==> config.mk <==
export PLATFORM = sky130hd
export DESIGN_NAME = chase_config_ctrl
export DESIGN_NICKNAME = d
export VERILOG_FILES = /design/src/rtl/chase_pkg.sv /design/src/rtl/button_debounce.sv /design/src/rtl/chase_config_ctrl.sv
export SDC_FILE = /design/constraint.sdc
export NUM_CORES = 1
export LEC_CHECK = 0
export BUFFER_PORTS_ARGS = -buffer_cell sky130_fd_sc_hd__buf_2
export CAP_MARGIN = 20
export CORE_ASPECT_RATIO = 0.9
export CORE_MARGIN = 2
export CORE_UTILIZATION = 50
export DETAILED_ROUTE_END_ITERATION = 12
export PLACE_DENSITY = 0.8
export RECOVER_POWER = 50
export SLEW_MARGIN = 30
export SYNTH_ARGS = -nofsm -noshare
export SYNTH_HDL_FRONTEND = slang
export SYNTH_HIERARCHICAL = 1
export SYNTH_SLANG_ARGS = --single-unit
==> constraint.sdc <==
create_clock -name clk -period 1.23 [get_ports clk]
set_input_delay 0.0615 -clock clk [delete_from_list [all_inputs] [get_ports clk]]
set_output_delay 0.0615 -clock clk [all_outputs]
set_load 0.1 [all_outputs]
==> src/rtl/chase_pkg.sv <==
// -----------------------------------------------------------------------------
// chase_pkg
// Shared definitions for the chase configuration controller:
//   - DEBOUNCE_WIDTH_DEFAULT : default debounce counter width
//   - field_e                : encoding of the editable field (SPEED/TAIL/DIR/INV)
//   - next_field()           : successor of a field in the selection ring
// -----------------------------------------------------------------------------
package chase_pkg;

    localparam int DEBOUNCE_WIDTH_DEFAULT = 10;

    typedef enum logic [1:0] {
        FIELD_SPEED = 2'd0,
        FIELD_TAIL  = 2'd1,
        FIELD_DIR   = 2'd2,
        FIELD_INV   = 2'd3
    } field_e;

    // Selection ring: SPEED -> TAIL -> DIR -> INV -> SPEED.
    function automatic field_e next_field(input field_e cur);
        field_e nxt;
        case (cur)
            FIELD_SPEED: nxt = FIELD_TAIL;
            FIELD_TAIL:  nxt = FIELD_DIR;
            FIELD_DIR:   nxt = FIELD_INV;
            FIELD_INV:   nxt = FIELD_SPEED;
            default:     nxt = FIELD_SPEED;
        endcase
        return nxt;
    endfunction

endpackage

==> src/rtl/button_debounce.sv <==
// -----------------------------------------------------------------------------
// button_debounce
// Two-flop synchronizer followed by a counter-based debounce filter for one
// raw pushbutton. The debounced level only changes after the synchronized
// level has disagreed with it on 2^WIDTH consecutive edges; press_o is a
// combinational one-cycle pulse in the cycle after the debounced level rises.
//
// Ports:
//   clk     : clock, rising edge
//   reset   : asynchronous active-high reset
//   btn_i   : raw button, asynchronous to clk, active-high
//   press_o : one-cycle pulse on debounced 0->1 transition
// -----------------------------------------------------------------------------
module button_debounce #(
    parameter int WIDTH = 10
) (
    input  logic clk,
    input  logic reset,
    input  logic btn_i,
    output logic press_o
);

    logic             sync1_q;
    logic             sync2_q;
    logic             deb_q;
    logic             deb_d;
    logic             deb_prev_q;
    logic [WIDTH-1:0] cnt_q;
    logic [WIDTH-1:0] cnt_d;

    // Two-flop synchronizer for the asynchronous button input.
    always_ff @(posedge clk or posedge reset) begin
        if (reset) begin
            sync1_q <= 1'b0;
            sync2_q <= 1'b0;
        end else begin
            sync1_q <= btn_i;
            sync2_q <= sync1_q;
        end
    end

    // Filter: count consecutive disagreements; accept the new level only
    // when the counter is saturated and the disagreement is still present.
    always_comb begin
        cnt_d = cnt_q;
        deb_d = deb_q;
        if (sync2_q == deb_q) begin
            cnt_d = '0;
        end else if (&cnt_q) begin
            deb_d = sync2_q;
            cnt_d = '0;
        end else begin
            cnt_d = cnt_q + WIDTH'(1);
        end
    end

    // Debounce state registers; deb_prev_q delays the level for edge detect.
    always_ff @(posedge clk or posedge reset) begin
        if (reset) begin
            cnt_q      <= '0;
            deb_q      <= 1'b0;
            deb_prev_q <= 1'b0;
        end else begin
            cnt_q      <= cnt_d;
            deb_q      <= deb_d;
            deb_prev_q <= deb_q;
        end
    end

    // Rising edge of the debounced level; releases produce nothing.
    assign press_o = deb_q & ~deb_prev_q;

endmodule

==> src/rtl/chase_config_ctrl.sv <==
// -----------------------------------------------------------------------------
// chase_config_ctrl
// Two-button configuration editor for an LED chaser. btn_sel walks through the
// editable fields (SPEED, TAIL, DIR, INV); btn_inc edits the selected field
// (SPEED increments modulo 8, the others toggle). All outputs are registered.
//
// Ports:
//   clk         : clock, rising edge
//   reset       : asynchronous active-high reset
//   btn_sel     : raw select button (async, active-high)
//   btn_inc     : raw edit button (async, active-high)
//   cfg_speed   : chase speed prefix (3 bits)
//   cfg_tail    : fade tail enable
//   cfg_dir     : chase direction, 1 = forward
//   cfg_invert  : LED polarity invert
//   field       : currently selected field (chase_pkg::field_e encoding)
//   cfg_changed : one-cycle pulse in the cycle a cfg_* output took a new value
// -----------------------------------------------------------------------------
module chase_config_ctrl
    import chase_pkg::*;
#(
    parameter int         DEBOUNCE_WIDTH = DEBOUNCE_WIDTH_DEFAULT,
    parameter logic [2:0] SPEED_RESET    = 3'd0
) (
    input  logic       clk,
    input  logic       reset,
    input  logic       btn_sel,
    input  logic       btn_inc,
    output logic [2:0] cfg_speed,
    output logic       cfg_tail,
    output logic       cfg_dir,
    output logic       cfg_invert,
    output logic [1:0] field,
    output logic       cfg_changed
);

    logic       sel_press_s;
    logic       inc_press_s;

    field_e     state_q;
    field_e     state_d;

    logic       inc_speed_s;
    logic       tog_tail_s;
    logic       tog_dir_s;
    logic       tog_inv_s;

    logic [2:0] speed_q;
    logic [2:0] speed_d;
    logic       tail_q;
    logic       tail_d;
    logic       dir_q;
    logic       dir_d;
    logic       inv_q;
    logic       inv_d;
    logic       changed_q;
    logic       changed_d;

    button_debounce #(
        .WIDTH (DEBOUNCE_WIDTH)
    ) u_deb_sel (
        .clk     (clk),
        .reset   (reset),
        .btn_i   (btn_sel),
        .press_o (sel_press_s)
    );

    button_debounce #(
        .WIDTH (DEBOUNCE_WIDTH)
    ) u_deb_inc (
        .clk     (clk),
        .reset   (reset),
        .btn_i   (btn_inc),
        .press_o (inc_press_s)
    );

    // Field-selection state register.
    always_ff @(posedge clk or posedge reset) begin
        if (reset) begin
            state_q <= FIELD_SPEED;
        end else begin
            state_q <= state_d;
        end
    end

    // Next field: advance one step per select press.
    always_comb begin
        state_d = state_q;
        if (sel_press_s) begin
            state_d = next_field(state_q);
        end else begin
            state_d = state_q;
        end
    end

    // Edit decode: an inc press acts on the field held before this edge, so a
    // simultaneous select press edits the old field and then moves on.
    always_comb begin
        inc_speed_s = 1'b0;
        tog_tail_s  = 1'b0;
        tog_dir_s   = 1'b0;
        tog_inv_s   = 1'b0;
        if (inc_press_s) begin
            case (state_q)
                FIELD_SPEED: inc_speed_s = 1'b1;
                FIELD_TAIL:  tog_tail_s  = 1'b1;
                FIELD_DIR:   tog_dir_s   = 1'b1;
                FIELD_INV:   tog_inv_s   = 1'b1;
                default:     inc_speed_s = 1'b0;
            endcase
        end else begin
            inc_speed_s = 1'b0;
        end
    end

    // Next configuration values; every inc press changes exactly one field.
    always_comb begin
        speed_d   = speed_q;
        tail_d    = tail_q;
        dir_d     = dir_q;
        inv_d     = inv_q;
        changed_d = inc_press_s;
        if (inc_speed_s) begin
            speed_d = speed_q + 3'd1;
        end else begin
            speed_d = speed_q;
        end
        if (tog_tail_s) begin
            tail_d = ~tail_q;
        end else begin
            tail_d = tail_q;
        end
        if (tog_dir_s) begin
            dir_d = ~dir_q;
        end else begin
            dir_d = dir_q;
        end
        if (tog_inv_s) begin
            inv_d = ~inv_q;
        end else begin
            inv_d = inv_q;
        end
    end

    // Configuration and change-pulse registers.
    always_ff @(posedge clk or posedge reset) begin
        if (reset) begin
            speed_q   <= SPEED_RESET;
            tail_q    <= 1'b0;
            dir_q     <= 1'b1;
            inv_q     <= 1'b0;
            changed_q <= 1'b0;
        end else begin
            speed_q   <= speed_d;
            tail_q    <= tail_d;
            dir_q     <= dir_d;
            inv_q     <= inv_d;
            changed_q <= changed_d;
        end
    end

    assign cfg_speed   = speed_q;
    assign cfg_tail    = tail_q;
    assign cfg_dir     = dir_q;
    assign cfg_invert  = inv_q;
    assign field       = state_q;
    assign cfg_changed = changed_q;

endmodule

==> summary.md <==
| Metric | Value |
|---|---|
| Min cycle time layout | `1.392 ns` |
| H-tree levels | `2` |
| Critical-path top delay cell | `dfrtp_1` |
| Worst vdd ir | `642.6 uV` |
| Setup ws final | `-0.1618 ns` |
| Placed inst area | `1947 sq um` |
| Num Clock Sinks | `37` |
| Hold_ws | `about 0.23 ns` |
| Max-cap violations | `0` |
| Post-route cell area | `approximately 2300 sq um` |
| Final setup violation count | `16` |
| First-pass GRT wire length | `5568 um` |
| Rel. slew slack | `0.6412` |
| Worst hold path class | `input pin to async pin` |
| Sequential share of the synthesized area | `0.5648` |
| Crit-path leading delay family | `simple AND/OR/NAND/NOR gates` |
| Overflow after GRT | `0` |
| Area grow syn2layout | `37.96%` |
| Yosys top cell area share | `0.5488` |
| Mapped Nets | `155` |
| Routed wire length | `3813 um` |
| Die Width | `64.40 um` |
| Via count | `around 1300` |
| Crit path to | `u_deb_sel/cnt_q[8]` |
| Most frequent cells in the layout | `dfrtp_1, buf_4, o21ai_0` |
| Share of layout cells above drive strength 1 | `0.4249` |
| Status | `finished with violations` |
| Reg-to-reg startpoint | `u_deb_sel/cnt_q[1]` |
| Slew at the pin closest to its max-slew limit | `0.5376 ns` |
| Max incr delay on CP | `0.43 ns` |
| Area contributors post-synth | `dfrtp_1, ha_1, xnor2_1, nand3_1, o21ai_0` |
| Fillers | `186` |
| Antenna Violating Nets Remaining | `0` |
| P per Cell Area | `roughly 900 nW/um^2` |
| Internal power | `1549 uW` |
| Num CTS Buffers | `5` |
| I/O Buffers | `12` |
| Largest net degree at the start of global routing | `15` |
| Mean Syn Cell Area | `roughly 11 sq um` |
| Worst-path fanout max | `4` |
| Sw power | `490.8 uW` |
| Skew final | `0.008531 ns` |
| CP cell instances | `ha_4, nand4_1, or3_4, a21oi_2` |
| Number of synthesized register bits | `37` |
| Clock Latency Late Sink | `0.35 ns` |
| DIE AREA | `3758 sq um` |
| Core region area | `3090 sq um` |
| Gr usage total | `0.2014` |
| Post-Synthesis Cell Area | `1642 sq um` |
| Critical path type | `flop to flop` |
| Routed len/inst | `about 16 um` |
| Clock share of power | `0.297` |
| Setup TNS | `-1.237 ns` |
| Final Cycle Share | `1.132` |
| Setup crit start kind | `flop` |
| Multi-input gate area | `817.0 sq um` |
| Crit end category | `flop` |
| Failing checks | `setup timing` |
| Final weighted congestion in routability-driven placement | `0.8662` |
| Mapped Cells | `between 100 and 150` |
| Post-route DRC | `0` |
| Chip Height | `slightly below 60 um` |
| Ant diodes | `0` |
| Synth cell types | `28` |
| RR Endpoint | `u_deb_sel/cnt_q[8]` |
| Commonest non-fill, non-tap cell in the layout | `dfrtp_1` |
| Achievable Freq | `0.7185 GHz` |
| Leading area contributor after synthesis | `dfrtp_1` |
| CTS tree | `done` |
| Antenna violations before repair | `0` |
| CP startpoint | `u_deb_sel/cnt_q[1]` |
| Clock slew seen by the registers of the worst setup and hold paths | `0.10 ns` |
| HPWL after detailed placement | `about 2200 um` |
| YS warnings | `6` |
| Initial Utilization | `0.5312` |
| Register Area | `943.4 sq um` |
| Worst reg-to-reg setup slack | `-0.16 ns` |
| Pre-Repair DR Iteration Count | `4` |
| Clk root buf | `clkbuf_4` |
| Boundary pin count | `13` |
| Logic pwr share | `0.084` |
| RSZ-0062 raised after global routing | `yes` |
| Hold violation count in the final report | `0` |
| Via density | `between 5 and 6` |
| Post-place setup slack | `-0.09595 ns` |
| Nets@finish | `203` |
| Final Util | `0.7328` |
| Static leakage | `0.0009846 uW` |
| Slew Limit Fails | `0` |
| Initial DRC count | `47` |
| Critical Path Stages | `4` |
| Worst Path Buf+Inv | `0` |
| Vias in the first global route | `1259` |
| Net Sw Frac | `0.2406` |
| CP required | `1.51 ns` |
| Path depth of the worst reg2reg path | `4` |
| Site Rows | `19` |
| Seq pwr share | `0.619` |
| Clock Tree Buf Depth | `2` |
| Critical path arrival | `1.67 ns` |
-- cell usage after synthesis --
library cell / number
a21oi_2: 2
nand4_1: 4
o21a_1: 2
o21ai_0: 9
and3_2: 2
mux2_4: 1
a311oi_1: 2
nand3_2: 2
and2_1: 2
nor2_1: 10
nand2_1: 8
a21oi_1: 6
inv_1: 9
mux2_2: 2
nand3_1: 9
ha_1: 7
o31ai_1: 2
a31oi_1: 2
or4_4: 2
or3_1: 4
dfstp_2: 1
nand2_2: 1
xor2_1: 4
dfrtp_1: 36
xnor2_1: 9
a41o_1: 2
nor2b_1: 2
and4_1: 2
-- worst min path at each step --
stage               start      endpoint  slack [ns]
CTS                 reset      field[1]        0.22
detailed placement  reset      cfg_tail        0.05
floorplan           reset   cfg_changed       -0.11
finish              reset    cfg_invert        0.23
global route        reset  cfg_speed[1]        0.25
global placement    reset      field[1]        0.05
-- sequential cells by signal (all words and copies together) (netlist names), 2 cells and up --
signal and count:
field 2, u_deb_sel/cnt_q 10, cfg_speed 3, u_deb_inc/cnt_q 10
-- metal layers --
layer / wire length [um] / vias to the layer above / track usage
met3: 244 / 11 / 0.07648
met2: 1914 / 60 / 0.3304
met5: 0 / - / 0
met4: 116 / 0 / 0.1216
li1: - / 602 / -
met1: 1537 / 669 / 0.2267
-- logic make-up after synthesis --
kind of cell    share of synthesized area
simple gates                       0.1639
flops                              0.5648
fa+ha+maj                         0.05335
compound gates                     0.1052
xor+xnor                          0.06936
buf+inv                           0.02058
mux                               0.02286
-- final cells by class --
class / instances / share of cell area
inverters: 9 / 0.01713
clock buffers: 8 / 0.02155
repair buffers: 41 / 0.1608
flip-flops and latches: 37 / 0.4166
well taps: 42 / 0.02320
multi-input cells: 98 / 0.3608
-- per-stage QoR --
stage                     total power [uW]  instances
after floorplan                       1356        144
after global placement                1390        210
after detailed placement              1398        210
after CTS                             2024        229
after global routing                  2132        235
final                                 2040        235
-- power groups by stage --
stage | Sequential (uW) | Clock (uW) | Combinational, uW
5_1_grt | 1270 | 678 | 188
4_1_cts | 1260 | 627 | 135
3_3_place_gp | 1290 | 0 | 105
2_1_floorplan | 1290 | 0 | 70.1
6_report | 1260 | 606 | 171
3_5_place_dp | 1290 | 0 | 111
-- worst min-delay path: stages --
cell	delay [ns]
dlygate4sd3_1	0.54
clkbuf_1	0.12
inv_1	0.26
-- repair_timing --
action | 4_1_cts | 5_1_grt
hold buffers | 3 | 0
setup endpoints to repair | 14 | 25
cloned | 0 | 0
gates resized for setup | 10 | 25
pin swaps | 9 | 11
buffers inserted | 8 | 6
hold endpoints to repair | 39 | 0
Note: power is estimated with default switching activity, not from simulation.
